==> src/rtl/seg_frame_feeder.sv <==
// seg_frame_feeder: double-buffered 8-slot source for the multiplexed display link.
module seg_frame_feeder #(
    parameter int PRESCALE = 1000,
    parameter int CW       = 16
) (
    input  logic        clock,
    input  logic        reset,
    input  logic        load,
    input  logic [15:0] enc_data,
    input  logic [15:0] plain_data,
    output logic [3:0]  enword,
    output logic [3:0]  word,
    output logic [1:0]  enrw,
    output logic [1:0]  worw,
    output logic        pending,
    output logic        frame_done
);
    logic [CW-1:0] count;
    logic [2:0]    slot;
    logic [2:0]    slot_n;
    logic [1:0]    code;
    logic [3:0]    base;
    logic [15:0]   act_enc;
    logic [15:0]   act_plain;
    logic [15:0]   sh_enc;
    logic [15:0]   sh_plain;
    logic          tick;
    logic          boundary;
    logic          bnd_d;

    assign tick     = count == CW'(PRESCALE - 1);
    assign boundary = tick && slot == 3'd7;
    assign slot_n   = slot + 3'd1;
    // slot codes count 01,10,11,00 within each half; the idle half holds 01
    assign code     = slot_n[1:0] == 2'd0 ? 2'b01 : slot_n[1:0] + 2'd1;
    assign base     = {~slot[1:0], 2'b11};

    always_ff @(posedge clock or negedge reset) begin
        if (!reset) begin
            count      <= '0;
            slot       <= '0;
            enrw       <= 2'b01;
            worw       <= 2'b01;
            enword     <= '0;
            word       <= '0;
            act_enc    <= '0;
            act_plain  <= '0;
            sh_enc     <= '0;
            sh_plain   <= '0;
            pending    <= 1'b0;
            bnd_d      <= 1'b0;
            frame_done <= 1'b0;
        end else begin
            count <= tick ? '0 : count + CW'(1);
            if (tick) begin
                slot <= slot_n;
                enrw <= slot_n[2] ? 2'b01 : code;
                worw <= slot_n[2] ? code : 2'b01;
            end
            // nibbles follow the already-updated slot, trailing the codes by one clock
            enword <= act_enc[base -: 4];
            word   <= act_plain[base -: 4];
            if (boundary && pending) begin
                act_enc   <= sh_enc;
                act_plain <= sh_plain;
            end
            if (load) begin
                sh_enc   <= enc_data;
                sh_plain <= plain_data;
            end
            pending    <= load | (pending & ~boundary);
            bnd_d      <= boundary;
            frame_done <= bnd_d;
        end
    end
endmodule

==> config.mk <==
export PLATFORM = sky130hd
export DESIGN_NAME = seg_frame_feeder
export DESIGN_NICKNAME = d
export VERILOG_FILES = /design/src/rtl/seg_frame_feeder.sv
export SDC_FILE = /design/constraint.sdc
export NUM_CORES = 1
export LEC_CHECK = 0
export ABC_AREA = 1
export CORE_MARGIN = 2
export CORE_UTILIZATION = 50
export CTS_CLUSTER_DIAMETER = 40
export DETAILED_ROUTE_END_ITERATION = 12
export PLACE_DENSITY_LB_ADDON = 0.08
export SLEW_MARGIN = 20
export SYNTH_ARGS = -nofsm -noshare
export SYNTH_HDL_FRONTEND = slang
export SYNTH_SLANG_ARGS = --single-unit
==> constraint.sdc <==
create_clock -name clock -period 1.4 [get_ports clock]
set_input_delay 0.28 -clock clock [delete_from_list [all_inputs] [get_ports clock]]
set_output_delay 0.28 -clock clock [all_outputs]
set_load 0.005 [all_outputs]
==> summary.md <==
| Metric | Value |
|---|---|
| Crit path time final | 1.47 ns |
| GRT Util Overall | 0.225 |
| 1st-iter DRT viols | 166 |
| Root Buffer | clkbuf_8 |
| Worst setup EP type | flop |
| Final setup viols | 41 |
| Largest net degree at the start of global routing | 39 |
| Mux share of post-synthesis cell area | 0 |
| Period utilization | 1.05 |
| DR vias/cell | 5.16 |
| Die Y | 96.4 um |
| Average size of a mapped cell | 8.65 um^2 |
| Routed WL per cell | 14.6 um |
| Final hold violations | 0 |
| Setup TNS | -1.69 ns |
| Syn Nets | 531 |
| Max Clock Skew | 0.0116 ns |
| Synthesis Warnings | 0 |
| Combinational family with the most area after synthesis | simple AND/OR/NAND/NOR gates |
| Post-synthesis compound-gate area fraction | 0.0390 |
| Drt pass-1 iters | 4 |
| Post-synthesis xor/xnor area fraction | 0.0185 |
| Max frequency | 0.681 GHz |
| TritonCTS Buffers | 9 |
| Rows | 33 |
| Hpwl dp | 6.33 mm |
| Insertion delay to the later sink of the worst-skew pair | 0.37 ns |
| DRC violations left | 0 |
| Share of layout cells above drive strength 1 | 0.155 |
| Via count | 3,513 |
| Initial antenna violation count | 0 |
| H-tree depth | 3 |
| Die X | 96.4 um |
| Synth Area in Simple Gates | 0.293 |
| Leak Pwr | 2.91 nW |
| First-pass GRT wire length | 15.7 mm |
| Yosys reg bits | 98 |
| GRT met1 Usage | 0.308 |
| Reg2reg path depth | 9 |
| Cells after DPL | 653 |
| Top-count cell post-synth | nand2_1 |
| Synth top area cells | dfrtp_1 (56%), nand2_1 (17%), nand4_1 (5.3%), nor2_1 (4.2%), inv_1 (2.6%) |
| Global route overflow | 0 |
| Final Wtd Congestion | 0.789 |
| Commonest register cell after synthesis | dfrtp_1 |
| Max Slew Vio Count | 0 |
| Routed Antenna Nets | 0 |
| Core Footprint | 8260 um^2 |
| Synth area leader | dfrtp_1 |
| Hold path cells | 0 |
| Max Root-Sink Buffers | 2 |
| RSZ-0062 raised after global routing | yes |
| MaxCap Viol Count | 0 |
| I/O Buffers | 48 |
| Vias in the first global route | 3,228 |
| Post-route non-filler standard cell count | 681 |
| Peak supply drop | 0.499 mV |
| Mapped Cells | 493 |
| Worst slew pin tran | 0.403 ns |
| Distinct cells, synth | 26 |
| Layout area overhead | 28.7% |
| Worst-path clk slew | 0.10 ns |
| Worst setup SP type | flop |
| Seq/Total Area, Yosys | 0.576 |
| Layout fillers | 705 |
| Routed wire length | 9.92 mm |
| Clk sinks | 98 |
| CP arrival | 1.78 ns |
| Pwr/cell area | 995 nW/um^2 |
| # diodes | 0 |
| Worst setup slack after layout | -0.0688 ns |
| GR peak layer | met2 |
| Asr flop ratio synth | 1.00 |
| Setup Crit Path Kind | reg -> reg |
| GR Layer Usage met2 | 0.359 |
| Post-synth top cells | nand2_1 (196), dfrtp_1 (96), nor2_1 (48), nand4_1 (36), inv_1 (29) |
| Post-synth EDFFs | 0 |
| TritonCTS clock tree | yes |
| Adder-cell share of the synthesized area | 0.00880 |
| CP max FO | 13 |
| Die area | 9280 um^2 |
| Starting density of the core | 0.516 |
| Worst Path Required | 1.72 ns |
| Hold WC Path Type | reg -> reg |
| Failing checks | negative setup slack |
| Top cell type's share of synthesized area | 0.563 |
| GRT met3 Usage | 0.0392 |
| Post-synthesis cell area | 4260 um^2 |
| Worst relative slew slack | 0.731 |
| Nets | 609 |
| Status | complete, but fails checks |
| I/O pin count | 49 |
-- cells in the final DEF, fill, tap and decap left out, types with 5 or more instances in the layout --
cell               n
buf_12             8
dlygate4sd2_1     12
xor2_1             7
o22ai_1            8
nor2_2             8
o21ai_0           17
clkbuf_8           9
nand4_1           36
nor2_1            39
nand2_1          192
dfrtp_1           96
nand3_1            5
clkdlybuf4s50_1   33
buf_4             32
nand2_2            5
inv_1             28
-- flip-flops by register name, summed over array words and instances, names as in the netlist --
signal,flops
word,4
count,16
act_enc,16
enword,4
sh_plain,16
enrw,2
pending,1
act_plain,16
frame_done,1
bnd_d,1
slot,3
sh_enc,16
worw,2
-- through the flow --
step | setup WS (ns) | total power [mW] | utilization | cell area [um^2] | hold WS, ns
floorplan | -0.0227 | 3.09 | - | 4270 | -0.0156
global placement | -0.0198 | 3.30 | 0.608 | 5020 | 0.230
detailed placement | -0.0570 | 3.31 | 0.608 | 5020 | 0.227
CTS | -0.0628 | 5.50 | 0.641 | 5290 | 0.355
global route | -0.162 | 5.70 | 0.664 | 5490 | 0.373
finish | -0.0688 | 5.46 | 0.664 | 5490 | 0.355
-- cell families (layout without fill, tap and decap cells) --
family,after synthesis,in the layout
simple gates,298,298
flops,98,98
buf+inv,54,137
compound gates,31,31
xor+xnor,9,9
fa+ha+maj,3,3
-- layout make-up --
cell class	instances	area, um^2	share of cell area
Sequential cell	98	2450	0.447
Clock buffer	10	128	0.0233
Inverter	29	109	0.0198
Multi-Input combinational cell	341	1610	0.293
Tap cell	105	131	0.0239
Timing Repair Buffer	92	942	0.172
Clock inverter	6	113	0.0205
-- where the power goes --
group | switching, mW | leakage [nW] | internal, mW
clock network | 1.01 | 0.121 | 1.20
logic | 0.144 | 1.50 | 0.143
registers | 0.0510 | 1.29 | 2.91
-- path summary, 6_finish.rpt --
| path | start | to | slack [ns] |
|---|---|---|---|
| worst max-delay path | count[1]$_DFF_PN0_ | act_enc[6]$_DFFE_PN0P_ | -0.07 |
| worst min-delay path | bnd_d$_DFF_PN0_ | frame_done$_DFF_PN0_ | 0.35 |
| worst max register to register | count[1]$_DFF_PN0_ | act_enc[6]$_DFFE_PN0P_ | -0.07 |
| worst min register to register | bnd_d$_DFF_PN0_ | frame_done$_DFF_PN0_ | 0.35 |
| max in group asynchronous | reset | enrw[0]$_DFFE_PN1N_ | 0.44 |
| min in group asynchronous | reset | count[14]$_DFF_PN0_ | 0.38 |
-- worst max-delay path, cell delays in order, from the launching register on --
cell	delay, ns
dfrtp_1	0.37
ha_2	0.20
nand2_2	0.07
nor2_2	0.09
nand2_2	0.07
nor2_4	0.12
buf_12	0.15
clkbuf_16	0.18
nand4_1	0.10
nand2_1	0.07
-- what timing repair did --
item,4_1_cts,5_1_grt
endpoints found under the setup margin,53,52
setup buffers,3,5
cloned,0,3
endpoints found under the hold margin,24,0
gates resized for setup,21,28
pin swaps,16,14
hold buffers,1,0
-- metal layers --
| layer | wire, um | part of all wire |
|---|---|---|
| met1 | 4460 | 0.45 |
| met2 | 4930 | 0.50 |
| met3 | 361 | 0.036 |
| met5 | 0 | 0 |
| met4 | 168 | 0.017 |
Note: power is estimated with default switching activity, not from simulation.
